$ cat src/rtl/rr_arb_if.sv
// Request/grant bundle between requesting agents and the round-robin arbiter.
// The master side drives requests and done; the slave side is the arbiter.
interface rr_arb_if #(
   parameter int N   = 8,
   parameter int IDW = 3
);
   logic [N-1:0]   req;
   logic           done;
   logic [N-1:0]   grant;
   logic [IDW-1:0] grant_id;
   logic           grant_vld;
   logic           timeout;

   modport master (
      output req, done,
      input  grant, grant_id, grant_vld, timeout
   );

   modport slave (
      input  req, done,
      output grant, grant_id, grant_vld, timeout
   );
endinterface

$ cat src/rtl/rr_onehot_arbiter.sv
// Round-robin arbiter with a one-hot grant decoded from the winner index.
// A grant is held until done, the owner drops its request, or MAX_HOLD expires.
//
// state | meaning
// IDLE  | no owner; the first request at or after ptr wins
// GRANT | owner holds the resource; hold_cnt counts cycles held
// GAP   | mandatory turnaround cycle; requests are ignored
module rr_onehot_arbiter #(
   parameter int N        = 8,
   parameter int IDW      = 3,
   parameter int MAX_HOLD = 16
) (
   input logic     clk,
   input logic     rst,
   rr_arb_if.slave bus
);
   localparam int HCW = (MAX_HOLD > 2) ? $clog2(MAX_HOLD) : 1;
   localparam logic [HCW-1:0] HOLD_LAST = HCW'(MAX_HOLD - 1);

   localparam logic [1:0] ST_IDLE  = 2'd0;
   localparam logic [1:0] ST_GRANT = 2'd1;
   localparam logic [1:0] ST_GAP   = 2'd2;

   logic [1:0]     state_q, state_d;
   logic [N-1:0]   grant_q, grant_d;
   logic [IDW-1:0] grant_id_q, grant_id_d;
   logic           grant_vld_q, grant_vld_d;
   logic           timeout_q, timeout_d;
   logic [IDW-1:0] ptr_q, ptr_d;
   logic [HCW-1:0] hold_cnt_q, hold_cnt_d;

   logic           win_found;
   logic [IDW-1:0] win_id;
   logic [IDW-1:0] cand;
   logic           rel_done, rel_drop, rel_to;

   // Search order ptr, ptr+1, ... relies on N being a power of two so the
   // IDW-bit addition wraps modulo N.
   always_comb begin
      win_found = 1'b0;
      win_id    = '0;
      cand      = '0;
      for (int i = 0; i < N; i++) begin
         cand = ptr_q + IDW'(i);
         if (!win_found && bus.req[cand]) begin
            win_found = 1'b1;
            win_id    = cand;
         end
      end
   end

   assign rel_done = bus.done;
   assign rel_drop = !bus.req[grant_id_q];
   assign rel_to   = (hold_cnt_q == HOLD_LAST);

   always_comb begin
      state_d     = state_q;
      grant_d     = grant_q;
      grant_id_d  = grant_id_q;
      grant_vld_d = grant_vld_q;
      timeout_d   = 1'b0;
      ptr_d       = ptr_q;
      hold_cnt_d  = hold_cnt_q;
      case (state_q)
         ST_IDLE: begin
            if (win_found) begin
               state_d     = ST_GRANT;
               grant_d     = N'(1) << win_id;
               grant_id_d  = win_id;
               grant_vld_d = 1'b1;
               hold_cnt_d  = '0;
            end
         end
         ST_GRANT: begin
            if (rel_done || rel_drop || rel_to) begin
               state_d     = ST_GAP;
               grant_d     = '0;
               grant_vld_d = 1'b0;
               ptr_d       = grant_id_q + IDW'(1);
               hold_cnt_d  = '0;
               // Timeout is reported only when the hold limit alone forced release.
               timeout_d   = rel_to && !rel_done && !rel_drop;
            end else begin
               hold_cnt_d = hold_cnt_q + HCW'(1);
            end
         end
         ST_GAP:  state_d = ST_IDLE;
         default: state_d = ST_IDLE;
      endcase
   end

   always_ff @(posedge clk or posedge rst) begin
      if (rst) begin
         state_q     <= ST_IDLE;
         grant_q     <= '0;
         grant_id_q  <= '0;
         grant_vld_q <= 1'b0;
         timeout_q   <= 1'b0;
         ptr_q       <= '0;
         hold_cnt_q  <= '0;
      end else begin
         state_q     <= state_d;
         grant_q     <= grant_d;
         grant_id_q  <= grant_id_d;
         grant_vld_q <= grant_vld_d;
         timeout_q   <= timeout_d;
         ptr_q       <= ptr_d;
         hold_cnt_q  <= hold_cnt_d;
      end
   end

   assign bus.grant     = grant_q;
   assign bus.grant_id  = grant_id_q;
   assign bus.grant_vld = grant_vld_q;
   assign bus.timeout   = timeout_q;
endmodule

$ cat src/flat_wrapper.sv
// flat-port wrapper written by rule: the top's interface ports become plain ports
module rr_onehot_arbiter_flat 
#(
   parameter int N        = 8,
   parameter int IDW      = 3,
   parameter int MAX_HOLD = 16
)
  (clk, rst, bus_req, bus_done, bus_grant, bus_grant_id, bus_grant_vld, bus_timeout);
  rr_arb_if #(.N(N), .IDW(IDW)) bus_i ();
  input logic clk;
  input logic rst;
  input wire logic [$bits(bus_i.req)-1:0] bus_req;
  input wire logic [$bits(bus_i.done)-1:0] bus_done;
  output wire logic [$bits(bus_i.grant)-1:0] bus_grant;
  output wire logic [$bits(bus_i.grant_id)-1:0] bus_grant_id;
  output wire logic [$bits(bus_i.grant_vld)-1:0] bus_grant_vld;
  output wire logic [$bits(bus_i.timeout)-1:0] bus_timeout;
  assign bus_i.req = bus_req;
  assign bus_i.done = bus_done;
  assign bus_grant = bus_i.grant;
  assign bus_grant_id = bus_i.grant_id;
  assign bus_grant_vld = bus_i.grant_vld;
  assign bus_timeout = bus_i.timeout;
  rr_onehot_arbiter #(.N(N), .IDW(IDW), .MAX_HOLD(MAX_HOLD)) u_core (.clk(clk), .rst(rst), .bus(bus_i));
endmodule
$ cat config.mk
export PLATFORM = sky130hd
export DESIGN_NAME = rr_onehot_arbiter_flat
export DESIGN_NICKNAME = d
export VERILOG_FILES = /design/src/rtl/rr_arb_if.sv /design/src/rtl/rr_onehot_arbiter.sv /design/src/flat_wrapper.sv
export SDC_FILE = /design/constraint.sdc
export NUM_CORES = 1
export LEC_CHECK = 0
export CORE_UTILIZATION = 40
export CTS_CLUSTER_DIAMETER = 120
export CTS_CLUSTER_SIZE = 30
export DETAILED_ROUTE_END_ITERATION = 6
export GPL_TIMING_DRIVEN = 0
export PLACE_DENSITY = 0.59
export SLEW_MARGIN = 20
export SYNTH_ARGS = -nofsm -noshare
export SYNTH_HDL_FRONTEND = slang
export SYNTH_SLANG_ARGS = --single-unit
$ cat constraint.sdc
create_clock -name clk -period 4.2 [get_ports clk]
set_input_delay 0.63 -clock clk [delete_from_list [all_inputs] [get_ports clk]]
set_output_delay 0.63 -clock clk [all_outputs]
set_load 0.05 [all_outputs]
# Word-level counts from Yosys, hierarchy flattened
# Cells that the tools add are included.
[totals]
reg_bits = 22
output_inout_bits = 13
wordCells = 105
[classes]
n_addsub = 9
n_lt_le_gt_ge = 9
n_eq_ne = 4
shift = 1
mux = 48
n_reduce_logical = 27
[ops]
columns = ["cell", "n"]
rows = [
  ["$lt A3 B4 Y1 const B", 9],
  ["$bmux W1 S3", 9],
  ["$mux W3", 8],
  ["$mux W1", 21],
  ["$mux W8", 2],
  ["$pmux W8 S2", 1],
  ["$add A3 B3 Y3 const B", 4],
  ["$logic_and A1 B1 Y1", 9],
  ["$logic_not A1 Y1", 9],
  ["$mux W4", 2],
  ["$pmux W4 S2", 1],
  ["$reduce_and A2 Y1", 4],
  ["$shl A1 B3 Y8 const A", 1],
  ["$add A3 B1 Y3 const B", 2],
  ["$add A3 B2 Y3 const B", 2],
  ["$add A4 B1 Y4 const B", 1],
  ["$eq A4 B4 Y1 const B", 1],
  ["$mux W2", 2],
  ["$ne A2 B1 Y1 const B", 2],
  ["$pmux W2 S2", 1],
  ["$reduce_and A3 Y1", 1],
  ["$eq A2 B1 Y1 const B", 1],
  ["$logic_not A2 Y1", 1],
  ["$logic_or A1 B1 Y1", 2],
  ["other kinds (2)", 2],
]

# Depth between registers and ports, before layout
# Gate-level depths: netlist of the first run.
[depth]
depth_word = 27
ltp_mapped = 14
depth_no_buf = 10

# Least setup slack after synthesis of the first run
# No wires, ideal clock.
[synth_path]
kind = "flip-flop to flip-flop"
startpoint = "reg u_core.ptr_q[1]"
endpoint = "reg u_core.hold_cnt_q[3]"
setup_ns = 0.073
t_arrival_ns = 3.687
required_time_ns = 4.127
setup_slack_ns = 0.440
path_stages_with_launch = 14
period_less_slack_ns = 3.760
cell_sequence = "dfrtp_1 clkbuf_1 buf_2 inv_1 ha_1 mux4_2 and2_1 or4_4 buf_6 a21o_1 o31ai_4 and2_1 buf_4 a21boi_2"
[synth_via]
elab_chain_len = 26
[synth_rtl]
columns = ["item", "line_no", "text"]
rows = [
  ["start, declared", "rr_onehot_arbiter.sv:29", "logic [IDW-1:0] ptr_q, ptr_d;"],
  ["start signal, assigned", "rr_onehot_arbiter.sv:107", "ptr_q <= ptr_d;"],
  ["branches (longest 23 deep; another with $add A3 B1 Y3)", "--", ""],
  ["$mux W1 *", "rr_onehot_arbiter.sv:45", "if (!win_found && bus.req[cand]) begin"],
  ["$ne A2 B1 Y1 (no source line) *", "--", ""],
  ["$reduce_and A2 Y1 (no source line) *", "--", ""],
  ["end signal, assigned", "rr_onehot_arbiter.sv:108", "hold_cnt_q <= hold_cnt_d;"],
  ["end, declared", "rr_onehot_arbiter.sv:30", "logic [HCW-1:0] hold_cnt_q, hold_cnt_d;"],
]
# Every way passes the cells marked *. The select of a mux whose other input is x is not followed.
# A chain may end at the register's enable or synchronous reset.

# Worst setup path after layout of the first run
[layout_path]
startpoint = "reg u_core.ptr_q[1]"
endpoint = "reg u_core.grant_q[6], in the netlist u_core.bus.grant[6]"
[layout_via]
elab_chain_len = 27
[layout_rtl]
columns = ["item", "line_no", "text"]
rows = [
  ["branches (longest 27 deep; another with $add A3 B1 Y3)", "--", ""],
  ["end signal, assigned", "rr_onehot_arbiter.sv:103", "grant_q <= grant_d;"],
  ["end, declared", "rr_onehot_arbiter.sv:25", "logic [N-1:0] grant_q, grant_d;"],
]
# Parallel ways; which one is timed is not known. The select of a mux whose other input is x is not followed.

==> results.txt, run 1 <==
----------------------------------------------------
[Timing]
  Fin crit period ... 4000 ps
  Pin slew with the least headroom to its limit ... 837 ps
  Setup clock skew after layout ... 3.60 ps
  Maximum achievable frequency ... 250 MHz
  Slew Limit Fails ... 0
  Final Cycle Share ... 0.953
  Final number of hold-violating endpoints ... 0
  Normalized max-slew margin ... 0.442
  Total of endpoints with negative setup slack in the final report ... 0

[Drt]
  Avg Vias per Cell ... 6.03
  TritonRoute pass-1 iters ... 4
  Via count of the routed design ... 1,844
  DRT antenna net count ... 0
  DRC violation count after routing ... 0
  Wire length per cell after detailed routing ... 17.5 um
  Final wirelength ... 5350 um
  DRC marker count from the first detailed-route iteration ... 138

[Setup path]
  CP Data Required Time ... 4400 ps
  Largest stage delay on the critical path ... 550 ps
  RR Endpoint ... u_core.bus.grant[6]
  Cell family with the largest share of critical-path delay ... simple AND/OR/NAND/NOR gates
  CP endpoint kind ... flip-flop
  Critical Path AT ... 4210 ps
  Maximum fanout along the worst path ... 10
  Worst-case reg-to-reg path depth ... 12
  Chain of cells forming the critical path ... buf_4 -> inv_1 -> ha_2 -> mux4_2 -> and2_1 -> or4_4 -> buf_6 -> a2111oi_2 -> nor4_1 -> a31oi_2 -> nor3b_2 -> a22o_1
  CP Class ... flip-flop to flip-flop
  Setup slack of the most critical reg-to-reg path ... 200 ps
  Critical-path cell with the highest stage delay ... sky130_fd_sc_hd__dfrtp_1
  Kind of launch point of the worst setup path ... flip-flop
  Worst R2R Start ... u_core.ptr_q[1]
  Buffers plus inverters on the worst setup path ... 3

[Synthesis]
  Number of enable flip-flop cells after synthesis ... 0
  Total standard cell area after synthesis ... 2090 um^2
  Leading post-synthesis cells by cell area ... sky130_fd_sc_hd__dfrtp_1, sky130_fd_sc_hd__mux4_2, sky130_fd_sc_hd__mux2i_1
  Post-synth top flop ... sky130_fd_sc_hd__dfrtp_1
  Avg Synthesized Cell Area ... 10.0 um^2
  Cell type contributing the most total cell area after synthesis ... sky130_fd_sc_hd__dfrtp_1
  Async set-or-reset flop fraction in the synthesized netlist ... 1.00
  Register bit total from synthesis ... 22
  Unique cell type count in the Yosys netlist ... 54
  Total of warnings raised by yosys ... 0
  Sequential area share after synthesis ... 0.263
  Syn Inst Count ... 209
  Top cells by instance count after synthesis ... sky130_fd_sc_hd__nand2_1, sky130_fd_sc_hd__dfrtp_1, sky130_fd_sc_hd__mux4_2, sky130_fd_sc_hd__mux2i_1, sky130_fd_sc_hd__o21ai_0
  Net Count, Synth ... 224
  Yosys top cell area share ... 0.263
  Most frequently used cell type in the post-synthesis netlist ... sky130_fd_sc_hd__nand2_1

[Floorplanning]
  Die boundary width ... 74.3 um
  Die span in y ... 74.3 um
  Area of the core region ... 4880 um^2
  Die footprint ... 5520 um^2
  Number of standard-cell rows in the floorplan ... 25
  Initial standard-cell utilization of the core ... 0.428
  Boundary Pins ... 24

[Finish]
  Final standard cell area without fillers ... 2540 um^2
  Share of final-layout standard cells stronger than drive strength 1 ... 0.230
  Total number of nets in the final design ... 255
  Antenna diode count ... 0
  Share of the core filled with cells in the final layout ... 0.520
  Area grow syn2layout ... 21.4%
  Number of fill cells in the layout ... 469

[Pwr]
  Pleak ... 0.999 nW
  Worst vdd ir ... 0.000411 V
  Pwr dens ... 945 nW/um^2

[Place]
  Cell area after placement ... 2400 um^2
  Weighted congestion reported at the end of routability-driven placement ... 0.825
  HPWL after detailed placement ... 3990 um
  Count of input and output buffers ... 23

[Worst hold path]
  Type of the worst min-delay path ... flip-flop to flip-flop
  HP Start ... u_core.bus.grant_vld
  Hold path endpoint ... u_core.bus.grant_vld
  Depth of the worst hold-timing path ... 2

[Clocking]
  Clock tree buffer depth ... 2
  Clock latency at the later pin of the worst-skew pair ... 260 ps
  H-Tree Level Count ... 1
  Number of clock buffers inserted by TritonCTS ... 3
  Clock tree from TritonCTS ... yes
  Hold bufs inserted after CTS ... 0
  CTS root buffer ... sky130_fd_sc_hd__clkbuf_8
  Clock sink count ... 22
  Clk pin slew, worst setup/hold paths ... 80 ps

[Global routing]
  Maximum number of pins on one net before global-route repair ... 23
  First-pass GRT wire length ... 8650 um
  Number of antenna violations at the first check in global routing ... 0
  Total GRT Usage ... 0.206
  Number of global-route vias before repair ... 1,695
  Total congestion overflow after global routing ... 0

[Run]
  Max-capacitance violation count ... 0

[Status]
  Status ... complete, no violations

----------------------------------------------------
==> stage by stage <==
| step | worst slack (ps) | hold WS, ps | power [mW] | instances | TNS (ps) |
|---|---|---|---|---|---|
| after global placement | -204 | 467 | 2.08 | 299 | -1960 |
| after floorplan | 440 | 473 | 1.70 | 209 | 0 |
| after detailed placement | -192 | 467 | 2.08 | 299 | -1760 |
| final | 198 | 482 | 2.40 | 306 | 0 |
| after CTS | 37.5 | 486 | 2.30 | 302 | 0 |
| after global routing | -6.16 | 518 | 2.57 | 306 | -6.16 |
==> state kept, by name, summed over array words and instances, names as in the netlist <==
register and cells:
u_core.bus.grant 8, u_core.ptr_q 3, u_core.bus.grant_vld 1, u_core.bus.grant_id 3
u_core.bus.timeout 1, u_core.state_q 2, u_core.hold_cnt_q 4
==> worst reg2reg max path: cells and delay by family (launching register included) <==
| kind | cells | cell delay [ps] |
|---|---|---|
| AOI/OAI and AO/OA | 3 | 870 |
| adders and majority gates | 1 | 410 |
| buffers and inverters | 3 | 540 |
| DFF | 1 | 550 |
| muxes | 1 | 500 |
| and+or+nand+nor | 4 | 1080 |
==> what timing repair did <==
| action | in CTS | in global routing |
|---|---|---|
| gates resized for setup | 4 | 5 |
| setup buffers | 0 | 4 |
| pin swaps | 0 | 3 |
| setup endpoints to repair | 12 | 12 |
| gates cloned | 0 | 0 |
==> power by group <==
part           total [mW]  switching (mW)  internal (mW)  leakage [nW]
logic                1.85            1.04          0.815         0.676
clock network       0.195          0.0674          0.127        0.0357
registers           0.350          0.0728          0.277         0.287
total                2.40            1.18           1.22         0.999
==> kinds of logic (layout without fill, tap and decap cells) <==
kind of cell             after synthesis  in the layout  synth area share
AND/OR/NAND/NOR                       67             67             0.168
AO/OA/AOI/OAI                         53             53             0.190
multiplexers                          41             41             0.298
flip-flops                            22             22             0.263
buffers and inverters                 18             48            0.0401
adder cells (fa/ha/maj)                4              4            0.0239
XOR/XNOR                               4              4            0.0168
==> cells in the final DEF, fill, tap and decap left out, drive strengths merged, types with 4 or more instances in the layout <==
cell / instances
nand2: 23
clkdlybuf4s50: 23
dfrtp: 22
mux4: 16
o21ai: 16
mux2i: 15
mux2: 10
buf: 10
a21oi: 9
inv: 8
nor2: 7
nand3: 7
clkbuf: 6
nor3: 5
nand2b: 4
and2: 4
a22o: 4
ha: 4
==> layout make-up <==
type	count	area [um^2]	area share
Multi-Input combinational cell	169	1480	0.583
Sequential cell	22	552	0.217
Clock buffer	3	41.3	0.0163
Inverter	8	30.0	0.0118
Tap cell	67	83.8	0.0330
Timing Repair Buffer	27	260	0.103
Clock inverter	1	30.0	0.0118
Buffer	9	61.3	0.0242
==> worst max-delay path by stage <==
stage	from	end	slack, ps	cells after the start
floorplan	u_core.ptr_q[1]	u_core.hold_cnt_q[3]	440	13
global placement	u_core.ptr_q[1]	u_core.bus.grant[4]	-200	13
detailed placement	u_core.ptr_q[0]	u_core.hold_cnt_q[3]	-190	13
CTS	u_core.ptr_q[0]	u_core.hold_cnt_q[3]	40	13
global route	u_core.ptr_q[1]	u_core.bus.grant[4]	-6	12
finish	u_core.ptr_q[1]	u_core.bus.grant[6]	200	12
==> routing by layer <==
layer / vias up / wire length [um] / GRT usage
met5: - / 0 / 0
met1: 928 / 2620 / 0.317
met3: 4 / 266 / 0.0312
met2: 45 / 2440 / 0.315
met4: 0 / 23 / 0.0273
li1: 867 / - / -
Power figures use the tool's default switching activity.
==> inputs of run 2 (changes only) <==
Settings changed: CTS_CLUSTER_SIZE 30 to not set.
==> results of run 2 <==
The final DEF is identical to that of run 1; final timing and power are the same.
==> inputs of run 3 (changes only) <==
Settings changed: REMOVE_ABC_BUFFERS set to 1.
Clock period 4.2 ns to 4.84 ns, I/O delays scaled along.
==> results.txt, run 3 (synthesized netlist as in run 1, its figures left out) <==
----------------------------------------------------
[Status]
  Status ... complete, no violations

[Floorplanning]
  Initial standard-cell utilization of the core ... 0.428
  Area of the core region ... 4880 um^2
  Die footprint ... 5520 um^2
  Number of standard-cell rows in the floorplan ... 25
  Boundary Pins ... 24
  Die boundary width ... 74.3 um
  Die span in y ... 74.3 um

[Finish]
  Area grow syn2layout ... 15.3%
  Total number of nets in the final design ... 242
  Highest-count cells in the layout ignoring fill and taps ... sky130_fd_sc_hd__nand2_1, sky130_fd_sc_hd__clkdlybuf4s50_1, sky130_fd_sc_hd__dfrtp_1
  Share of final-layout standard cells stronger than drive strength 1 ... 0.190
  Antenna diode count ... 0
  Final standard cell area without fillers ... 2410 um^2
  Finished Layout Cells ... 293
  Flip-flop count of the largest register after layout ... 8

[Drt]
  Avg Vias per Cell ... 5.91
  Met1 routed wirelength after detailed routing ... 2440 um
  DRC violation count after routing ... 0
  DRC marker count from the first detailed-route iteration ... 94
  DRT antenna net count ... 0
  Met2 WL post-DR ... 2150 um
  Wire length per cell after detailed routing ... 16.5 um
  DR WL met3 ... 235 um
  TritonRoute pass-1 iters ... 4
  Final wirelength ... 4840 um
  Highest routed layer ... met4
  Via count of the routed design ... 1,732

[Clocking]
  H-Tree Level Count ... 1
  CTS root buffer ... sky130_fd_sc_hd__clkbuf_8
  Clock tree from TritonCTS ... yes
  Clock tree buffer depth ... 2
  Clk pin slew, worst setup/hold paths ... 80 ps
  Number of clock buffers inserted by TritonCTS ... 3
  Post-CTS setup buffers ... 0
  Clock sink count ... 22
  Clock latency at the later pin of the worst-skew pair ... 260 ps

[Place]
  Count of input and output buffers ... 23
  Setup Slack @ Placement ... 109 ps
  Weighted congestion reported at the end of routability-driven placement ... 0.810
  Cell area after placement ... 2350 um^2
  HPWL after detailed placement ... 3640 um
  Placed Cells ... 289

[Setup path]
  Setup slack of the most critical reg-to-reg path ... 450 ps
  Maximum fanout along the worst path ... 16
  Buffers plus inverters on the worst setup path ... 1
  Worst-case reg-to-reg path depth ... 9
  Critical-path cell with the highest stage delay ... sky130_fd_sc_hd__dfrtp_1
  Critical Path AT ... 4590 ps
  Chain of cells forming the critical path ... inv_1 -> ha_2 -> mux4_2 -> and2_1 -> or4_4 -> a21o_1 -> o31ai_4 -> and2_1 -> a21boi_2
  Worst R2R Start ... u_core.ptr_q[1]
  Cell family with the largest share of critical-path delay ... simple AND/OR/NAND/NOR gates
  Largest stage delay on the critical path ... 790 ps
  CP Class ... flip-flop to flip-flop
  RR Endpoint ... u_core.hold_cnt_q[3]
  CP dominant cell by count ... sky130_fd_sc_hd__and2_1
  CP endpoint kind ... flip-flop
  Kind of launch point of the worst setup path ... flip-flop
  CP Data Required Time ... 5040 ps

[Pwr]
  Reported net switching power ... 0.969 mW
  Pleak ... 0.935 nW
  Worst vdd ir ... 0.000385 V
  Pwr dens ... 788 nW/um^2
  Proportion of total power due to net switching ... 0.511
  Sequential fraction of design power ... 0.184
  Internal cell power ... 0.929 mW
  Proportion of power drawn by the clock network ... 0.069
  Share of power burned in combinational logic ... 0.747

[Run]
  Max-capacitance violation count ... 0

[Timing]
  Pin slew with the least headroom to its limit ... 848 ps
  Fin crit period ... 4390 ps
  Setup_tns ... 0 ps
  Maximum achievable frequency ... 228 MHz
  Final number of hold-violating endpoints ... 0
  Worst slack on hold paths ... 485 ps
  Worst setup margin ... 446 ps
  Setup clock skew after layout ... 2.24 ps
  Unrepaired setup endpoints after global routing ... false
  Normalized max-slew margin ... 0.434
  Total of endpoints with negative setup slack in the final report ... 0
  Final Cycle Share ... 0.908
  Slew Limit Fails ... 0

[Global routing]
  Number of global-route vias before repair ... 1,656
  First-pass GRT wire length ... 8520 um
  Maximum number of pins on one net before global-route repair ... 23
  Total GRT Usage ... 0.202
  Total congestion overflow after global routing ... 0
  Number of antenna violations at the first check in global routing ... 0

[Worst hold path]
  Depth of the worst hold-timing path ... 2
  HP Start ... u_core.bus.grant_vld
  Type of the worst min-delay path ... flip-flop to flip-flop
  Hold path endpoint ... u_core.bus.grant_vld

----------------------------------------------------
## run 3: worst max-delay path by stage
stage                    startpoint                   end  slack, ps  depth (start not counted)
floorplan           u_core.ptr_q[0]  u_core.hold_cnt_q[3]        830                          9
global placement    u_core.ptr_q[0]  u_core.hold_cnt_q[3]        120                          9
detailed placement  u_core.ptr_q[0]  u_core.hold_cnt_q[3]        110                          9
CTS                 u_core.ptr_q[0]  u_core.hold_cnt_q[3]         90                          9
global route        u_core.ptr_q[1]   u_core.bus.grant[1]        130                         10
finish              u_core.ptr_q[1]  u_core.hold_cnt_q[3]        450                          9
## run 3: timing repair
item	in CTS	in global routing
hold endpoints to repair	0	0
gates resized for setup	0	2
hold buffers	0	0
setup endpoints to repair	0	12
## run 3: stage by stage
step                      total power [mW]  utilization
after floorplan                       1.44            -
after global placement                1.76        0.482
after global routing                  2.07        0.494
after detailed placement              1.76        0.482
after CTS                             1.90        0.493
final                                 1.90        0.494
## run 3: metal layers
metal	vias up	track usage
met2	49	0.284
met5	-	0
li1	841	-
met3	2	0.0379
met4	0	0.0189
met1	840	0.330
## run 3: cell type report
cell class	count	area (um^2)
clock buffers	4	55.1
fillers	476	2470
inverters	8	30.0
multi-input cells	169	1460
flip-flops and latches	22	552
well taps	67	83.8
repair buffers	23	230
## run 3: power by group through the flow
stage | sequential, mW | combinational [mW] | clock (mW)
2_1_floorplan | 0.419 | 1.02 | 0
3_3_place_gp | 0.354 | 1.40 | 0
3_5_place_dp | 0.356 | 1.40 | 0
4_1_cts | 0.351 | 1.41 | 0.134
5_1_grt | 0.366 | 1.56 | 0.143
6_report | 0.350 | 1.42 | 0.131
## run 3: worst min-delay path: stages (launching register included)
cell,delay [ps]
sky130_fd_sc_hd__dfrtp_1,350
sky130_fd_sc_hd__nand2_1,50
sky130_fd_sc_hd__nand2_1,60
